## src/rtl/uart_1hot_pkg.sv

```systemverilog
// Shared types and helpers for the one-hot UART transmitter.
// The state encoding is one-hot so that a single flipped flop is
// detectable (more or fewer than one bit set) and can be recovered from.
package uart_1hot_pkg;

  typedef logic [4:0] state_t;

  localparam state_t IDLE   = 5'b00001;
  localparam state_t START  = 5'b00010;
  localparam state_t DATA   = 5'b00100;
  localparam state_t PARITY = 5'b01000;
  localparam state_t STOP   = 5'b10000;

  // True when exactly one bit of the state vector is set.
  function automatic logic is_onehot(input state_t s);
    return (s != 5'b00000) && ((s & (s - 5'b00001)) == 5'b00000);
  endfunction

endpackage

```

## src/rtl/onehot5_sreg.sv

```systemverilog
// Five-flop one-hot state register. Synchronous reset lands on IDLE.
module onehot5_sreg
  import uart_1hot_pkg::*;
(
  input  logic   clk,
  input  logic   rst,
  input  state_t nxt_state,
  output state_t state
);

  // State register: reset to IDLE, otherwise follow the next-state logic.
  always_ff @(posedge clk) begin
    if (rst) begin
      state <= IDLE;
    end else begin
      state <= nxt_state;
    end
  end

endmodule

```

## src/rtl/uart_tx_1hot.sv

```systemverilog
// Serial transmitter: start bit, DATA_BITS data bits LSB first, optional
// parity bit, one stop bit. Each bit lasts BAUD_DIV clock cycles.
// TX is a flop loaded from the next state, so the pin changes on the same
// edge as the state register and carries no combinational glitches.
module uart_tx_1hot
  import uart_1hot_pkg::*;
#(
  parameter int BAUD_DIV   = 16,
  parameter int DATA_BITS  = 8,
  parameter int PARITY_EN  = 1,
  parameter int PARITY_ODD = 0
) (
  input  logic                 clk,
  input  logic                 rst,
  input  logic                 trmt,
  input  logic [DATA_BITS-1:0] tx_data,
  output logic                 TX,
  output logic                 busy,
  output logic                 tx_done,
  output state_t               state
);

  localparam int BCW = (BAUD_DIV > 2) ? $clog2(BAUD_DIV) : 1;
  localparam int NCW = (DATA_BITS > 1) ? $clog2(DATA_BITS) : 1;

  localparam logic [BCW-1:0] BAUD_LAST = BCW'(BAUD_DIV - 1);
  localparam logic [NCW-1:0] BIT_LAST  = NCW'(DATA_BITS - 1);

  // Parity bit for a payload: even parity by default, inverted for odd.
  function automatic logic frame_parity(input logic [DATA_BITS-1:0] d);
    return (^d) ^ (PARITY_ODD != 0);
  endfunction

  state_t               nxt_state_s;
  logic                 legal_s;
  logic                 bit_end_s;
  logic [BCW-1:0]       baud_cnt_r;
  logic [BCW-1:0]       baud_cnt_nxt_s;
  logic [NCW-1:0]       bit_cnt_r;
  logic [NCW-1:0]       bit_cnt_nxt_s;
  logic [DATA_BITS-1:0] shift_r;
  logic [DATA_BITS-1:0] shift_nxt_s;
  logic                 par_r;
  logic                 par_nxt_s;
  logic                 tx_nxt_s;
  logic                 done_nxt_s;

  onehot5_sreg u_sreg (
    .clk       (clk),
    .rst       (rst),
    .nxt_state (nxt_state_s),
    .state     (state)
  );

  assign legal_s   = is_onehot(state);
  assign bit_end_s = (baud_cnt_r == BAUD_LAST);
  assign busy      = ~state[0];

  // Next-state, shift/parity/bit-count updates and completion strobe.
  always_comb begin
    nxt_state_s   = state;
    shift_nxt_s   = shift_r;
    par_nxt_s     = par_r;
    bit_cnt_nxt_s = bit_cnt_r;
    done_nxt_s    = 1'b0;
    if (!legal_s) begin
      // Corrupted state vector: return to IDLE immediately, no strobe.
      nxt_state_s = IDLE;
    end else begin
      case (state)
        IDLE: begin
          if (trmt) begin
            nxt_state_s = START;
            shift_nxt_s = tx_data;
            par_nxt_s   = frame_parity(tx_data);
          end else begin
            nxt_state_s = IDLE;
          end
        end
        START: begin
          if (bit_end_s) begin
            nxt_state_s   = DATA;
            bit_cnt_nxt_s = {NCW{1'b0}};
          end else begin
            nxt_state_s = START;
          end
        end
        DATA: begin
          if (bit_end_s) begin
            shift_nxt_s   = shift_r >> 1;
            bit_cnt_nxt_s = bit_cnt_r + NCW'(1);
            if (bit_cnt_r == BIT_LAST) begin
              nxt_state_s = (PARITY_EN != 0) ? PARITY : STOP;
            end else begin
              nxt_state_s = DATA;
            end
          end else begin
            nxt_state_s = DATA;
          end
        end
        PARITY: begin
          if (bit_end_s) begin
            nxt_state_s = STOP;
          end else begin
            nxt_state_s = PARITY;
          end
        end
        STOP: begin
          if (bit_end_s) begin
            nxt_state_s = IDLE;
            done_nxt_s  = 1'b1;
          end else begin
            nxt_state_s = STOP;
          end
        end
        default: begin
          nxt_state_s = IDLE;
        end
      endcase
    end
  end

  // Baud counter: parked at zero in IDLE (or on a bad state), wraps each bit.
  always_comb begin
    baud_cnt_nxt_s = baud_cnt_r;
    if ((state == IDLE) || !legal_s || bit_end_s) begin
      baud_cnt_nxt_s = {BCW{1'b0}};
    end else begin
      baud_cnt_nxt_s = baud_cnt_r + BCW'(1);
    end
  end

  // Line level for the state being entered, so TX tracks state cycle-exactly.
  always_comb begin
    tx_nxt_s = 1'b1;
    case (nxt_state_s)
      IDLE:    tx_nxt_s = 1'b1;
      START:   tx_nxt_s = 1'b0;
      DATA:    tx_nxt_s = shift_nxt_s[0];
      PARITY:  tx_nxt_s = par_nxt_s;
      STOP:    tx_nxt_s = 1'b1;
      default: tx_nxt_s = 1'b1;
    endcase
  end

  // Datapath and output flops; reset aborts any frame and idles the line.
  always_ff @(posedge clk) begin
    if (rst) begin
      baud_cnt_r <= {BCW{1'b0}};
      bit_cnt_r  <= {NCW{1'b0}};
      shift_r    <= {DATA_BITS{1'b0}};
      par_r      <= 1'b0;
      TX         <= 1'b1;
      tx_done    <= 1'b0;
    end else begin
      baud_cnt_r <= baud_cnt_nxt_s;
      bit_cnt_r  <= bit_cnt_nxt_s;
      shift_r    <= shift_nxt_s;
      par_r      <= par_nxt_s;
      TX         <= tx_nxt_s;
      tx_done    <= done_nxt_s;
    end
  end

endmodule

```

## config.mk

```make
export PLATFORM = sky130hd
export DESIGN_NAME = uart_tx_1hot
export DESIGN_NICKNAME = d
export VERILOG_FILES = /design/src/rtl/uart_1hot_pkg.sv /design/src/rtl/onehot5_sreg.sv /design/src/rtl/uart_tx_1hot.sv
export SDC_FILE = /design/constraint.sdc
export NUM_CORES = 1
export LEC_CHECK = 0
export CAP_MARGIN = 20
export CORE_MARGIN = 2
export CORE_UTILIZATION = 27
export CTS_BUF_LIST = sky130_fd_sc_hd__clkbuf_8
export CTS_CLUSTER_DIAMETER = 40
export DETAILED_ROUTE_END_ITERATION = 8
export MAX_ROUTING_LAYER = met4
export SYNTH_ARGS = -nofsm -noshare
export SYNTH_HDL_FRONTEND = slang
export SYNTH_HIERARCHICAL = 1
export SYNTH_SLANG_ARGS = --single-unit
export TNS_END_PERCENT = 100
```

## constraint.sdc

```tcl
create_clock -name clk -period 1.7 [get_ports clk]
set_clock_uncertainty 0.2 [all_clocks]
set_input_delay 0.34 -clock clk [delete_from_list [all_inputs] [get_ports clk]]
set_output_delay 0.34 -clock clk [all_outputs]
set_load 0.01 [all_outputs]
```

==> metrics.txt, run 1 <==
# TYPE chip_impl_metric gauge
chip_impl_info{name="status",value="finished, violations left"} 1
chip_impl_info{name="violations_in_the_final_reports",value="negative setup slack"} 1
chip_impl_metric{name="clkSlewWorstSetupHoldPaths",unit="ps"} 80
chip_impl_metric{name="fp.dieArea",unit="um2"} 4690
chip_impl_info{name="rsz0062_at_grt",value="yes"} 1
chip_impl_metric{name="nets",unit=""} 180
chip_impl_metric{name="grt.total_usage",unit=""} 0.136
chip_impl_metric{name="buffer_and_inverter_count_on_the_worst_path",unit=""} 0
chip_impl_metric{name="timing.critical_path.fanout_max",unit=""} 4
chip_impl_metric{name="fraction_of_layout_cells_with_a_size_suffix_above_1",unit=""} 0.333
chip_impl_info{name="critical-path-slowest-cell",value="or3_4"} 1
chip_impl_metric{name="drtPass1Iterations",unit=""} 4
chip_impl_metric{name="place.port_buffers",unit=""} 18
chip_impl_metric{name="ir_worst_vdd",unit="mV"} 0.453
chip_impl_metric{name="timing.max_cap.violations",unit=""} 0
chip_impl_metric{name="post-route-period-util",unit=""} 1.05
chip_impl_info{name="path_class",value="reg -> reg"} 1
chip_impl_metric{name="grt_pass1_wl",unit="um"} 4710
chip_impl_metric{name="residual_drc",unit=""} 0
chip_impl_metric{name="timing.fmax",unit="MHz"} 560
chip_impl_metric{name="via_per_inst",unit=""} 5.06
chip_impl_info{name="layout_common_cells",value="buf_4 (21), dfxtp_1 (18), nor2_1 (16), clkdlybuf4s50_1 (12), xnor2_1 (8)"} 1
chip_impl_metric{name="finish.utilization",unit=""} 0.418
chip_impl_metric{name="timing.final.setup_violations",unit=""} 9
chip_impl_metric{name="insertion_delay",unit="ps"} 260
chip_impl_metric{name="cts_hold_repair.buffers",unit=""} 0
chip_impl_info{name="hp-class",value="reg -> reg"} 1
chip_impl_metric{name="grt_pass1_vias",unit=""} 1061
chip_impl_metric{name="insertedDiodeCount",unit=""} 0
chip_impl_metric{name="synth_seq_area_share",unit=""} 0.410
chip_impl_metric{name="routed_wl",unit="um"} 2880
chip_impl_metric{name="max-clock-path-buffers",unit=""} 2
chip_impl_metric{name="num_vias",unit=""} 1087
chip_impl_metric{name="cts_sink_count",unit=""} 23
chip_impl_metric{name="timing.critical_path.slowest_cell_delay",unit="ps"} 400
chip_impl_metric{name="routed_wire_length_per_instance",unit="um"} 13.4
chip_impl_metric{name="finalWeightedCongestion",unit=""} 0.779
chip_impl_metric{name="netlist_instances",unit=""} 123
chip_impl_info{name="layout.cells.most_common",value="buf_4"} 1
chip_impl_info{name="worstPathCellList",value="or3_4, or3_4, a31oi_4, nand3_4, nor2_1"} 1
chip_impl_metric{name="syn_area_per_cell",unit="um2"} 9.13
chip_impl_metric{name="maxSlewHeadroom",unit=""} 0.754
chip_impl_metric{name="die_width",unit="um"} 68.5
chip_impl_metric{name="synthToLayoutAreaGrowth",unit="%"} 48.9
chip_impl_metric{name="slew_viol_final",unit=""} 0
chip_impl_metric{name="worst-slew-pin-transition",unit="ps"} 367
chip_impl_metric{name="synthDistinctLibCells",unit=""} 32
chip_impl_metric{name="synth_area",unit="um2"} 1120
chip_impl_metric{name="hpwl",unit="um"} 2110
chip_impl_metric{name="design.portCount",unit=""} 19
chip_impl_info{name="critical_path.endpoint_type",value="register"} 1
chip_impl_metric{name="grt_max_degree",unit=""} 15
chip_impl_info{name="clk_root_buffer_cell",value="clkbuf_8"} 1
chip_impl_metric{name="grt_antenna_before_repair",unit=""} 0
chip_impl_metric{name="power_leakage",unit="nW"} 0.679
chip_impl_metric{name="core_area",unit="um2"} 4000
chip_impl_metric{name="cts-buffers-inserted",unit=""} 3
chip_impl_metric{name="fin_tns_setup",unit="ps"} -541
chip_impl_metric{name="final.fill_count",unit=""} 383
chip_impl_metric{name="die-height",unit="um"} 68.5
chip_impl_metric{name="final-hold-violation-count",unit=""} 0
chip_impl_metric{name="synth_warnings",unit=""} 6
chip_impl_metric{name="final-seq-area",unit="um2"} 467
chip_impl_metric{name="layout_setup_ws",unit="ps"} -85.2
chip_impl_metric{name="initialDrtViolationCount",unit=""} 68
chip_impl_metric{name="crit_required",unit="ps"} 1710
chip_impl_info{name="timing.critical_path.max_delay_family",value="simple AND/OR/NAND/NOR gates"} 1
chip_impl_metric{name="globalRouteOverflowTotal",unit=""} 0
chip_impl_metric{name="placement_rows",unit=""} 23
chip_impl_metric{name="cellPowerDensity",unit="nW/um2"} 717
chip_impl_metric{name="arrival",unit="ps"} 1800
chip_impl_metric{name="layout_min_cycle_time",unit="ps"} 1790
chip_impl_metric{name="multi_input_comb_area",unit="um2"} 726
chip_impl_info{name="worst_setup_path_start_kind",value="register"} 1
chip_impl_info{name="cp_common_cell",value="or3_4"} 1
chip_impl_metric{name="ant_nets",unit=""} 0
chip_impl_metric{name="cts_htree_levels",unit=""} 1
chip_impl_metric{name="floorplan.initialDensity",unit=""} 0.281
chip_impl_metric{name="synth_seq_cells",unit=""} 23
chip_impl_metric{name="synth.net_count",unit=""} 137
chip_impl_info{name="cts_tree",value="done"} 1
[cell type report]
class | count | area share
clock buffer | 3 | 0.0247
clock inverter | 1 | 0.00449
inverter | 3 | 0.00673
multi-input combinational | 94 | 0.434
sequential | 23 | 0.279
tap | 50 | 0.0374
timing repair buffer | 41 | 0.214
[synthesized netlist by cell type]
cell,instances,area share
o31ai_1,1,0.0067
o2111ai_1,1,0.0078
o21ai_0,4,0.018
a21oi_1,1,0.0045
or3_4,2,0.020
a21boi_0,1,0.0067
inv_1,3,0.010
ha_1,3,0.033
o22ai_1,1,0.0056
xor2_1,2,0.016
buf_6,1,0.010
nand3_2,1,0.0089
nor2b_1,6,0.033
nor3_1,3,0.013
a222oi_1,6,0.053
dfxtp_1,23,0.41
nand2_1,7,0.023
nand2b_1,2,0.011
nand3_1,8,0.036
a22oi_1,3,0.020
a31oi_4,1,0.019
nor2_1,18,0.060
nand3b_1,2,0.013
clkbuf_1,2,0.0067
mux2i_1,2,0.018
and3_1,2,0.011
and2b_2,4,0.031
or3_1,1,0.0056
o211ai_1,2,0.013
xnor2_1,8,0.062
or2_1,1,0.0056
a211oi_1,1,0.0067
[repair_timing]
item                                    CTS  global route
pin swaps                                 8            12
setup buffers                             2             2
endpoints found under the setup margin   20            21
gates resized for setup                  16            20
cloned                                    0             1
[state kept, by name, summed over array words and instances, names as in the netlist]
name	count
TX	1
baud_cnt_r	4
par_r	1
shift_r	8
tx_done	1
u_sreg/state	5
bit_cnt_r	3
[per-stage QoR]
step                hold slack, ps  power [mW]  std cells  area [um2]  worst slack [ps]
finish                         303        1.20        215        1670             -85.2
global route                   339        1.27        215        1670              -155
CTS                            307        1.20        212        1570             -93.7
detailed placement             291       0.838        206        1500              -349
global placement               286       0.830        206        1500              -318
floorplan                      212       0.727        123        1140              -162
[worst paths after layout]
check | startpoint | to | slack, ps | cells past startpoint
worst max-delay path | u_sreg/state[3] | baud_cnt_r[2] | -90 | 5
worst min-delay path | par_r | par_r | 300 | 2
worst max register to register | u_sreg/state[3] | baud_cnt_r[2] | -90 | 5
worst min register to register | par_r | par_r | 300 | 2
[power breakdown]
part	internal (mW)	switching (mW)
logic	0.147	0.117
registers	0.568	0.0208
clock network	0.166	0.182
total	0.880	0.319
[worst register-to-register path, stage by stage, from the launching register on]
cell and delay, ps:
dfxtp_2 320, or3_4 400, or3_4 380, a31oi_4 200, nand3_4 110, nor2_1 110
[cell families after synthesis]
logic type	synth area share
AOI/OAI and AO/OA	0.161
xor gates and xnor gates	0.0780
adders and majority gates	0.0334
buffers and inverters	0.0267
DFF	0.410
muxes	0.0178
and+or+nand+nor	0.273
[metal layers]
metal | vias up | wire (um) | global-route usage
li1 | 527 | - | -
met1 | 524 | 1290 | 0.167
met2 | 30 | 1400 | 0.212
met3 | 6 | 140 | 0.0390
met4 | 0 | 40 | 0.0475
met5 | - | 0 | -
Note: power is estimated with default switching activity, not from simulation.
==> inputs of run 2 (changes only) <==
- RECOVER_POWER: default -> 25
==> results of run 2 <==
No change in the layout: final DEF, timing and power equal those of run 1.
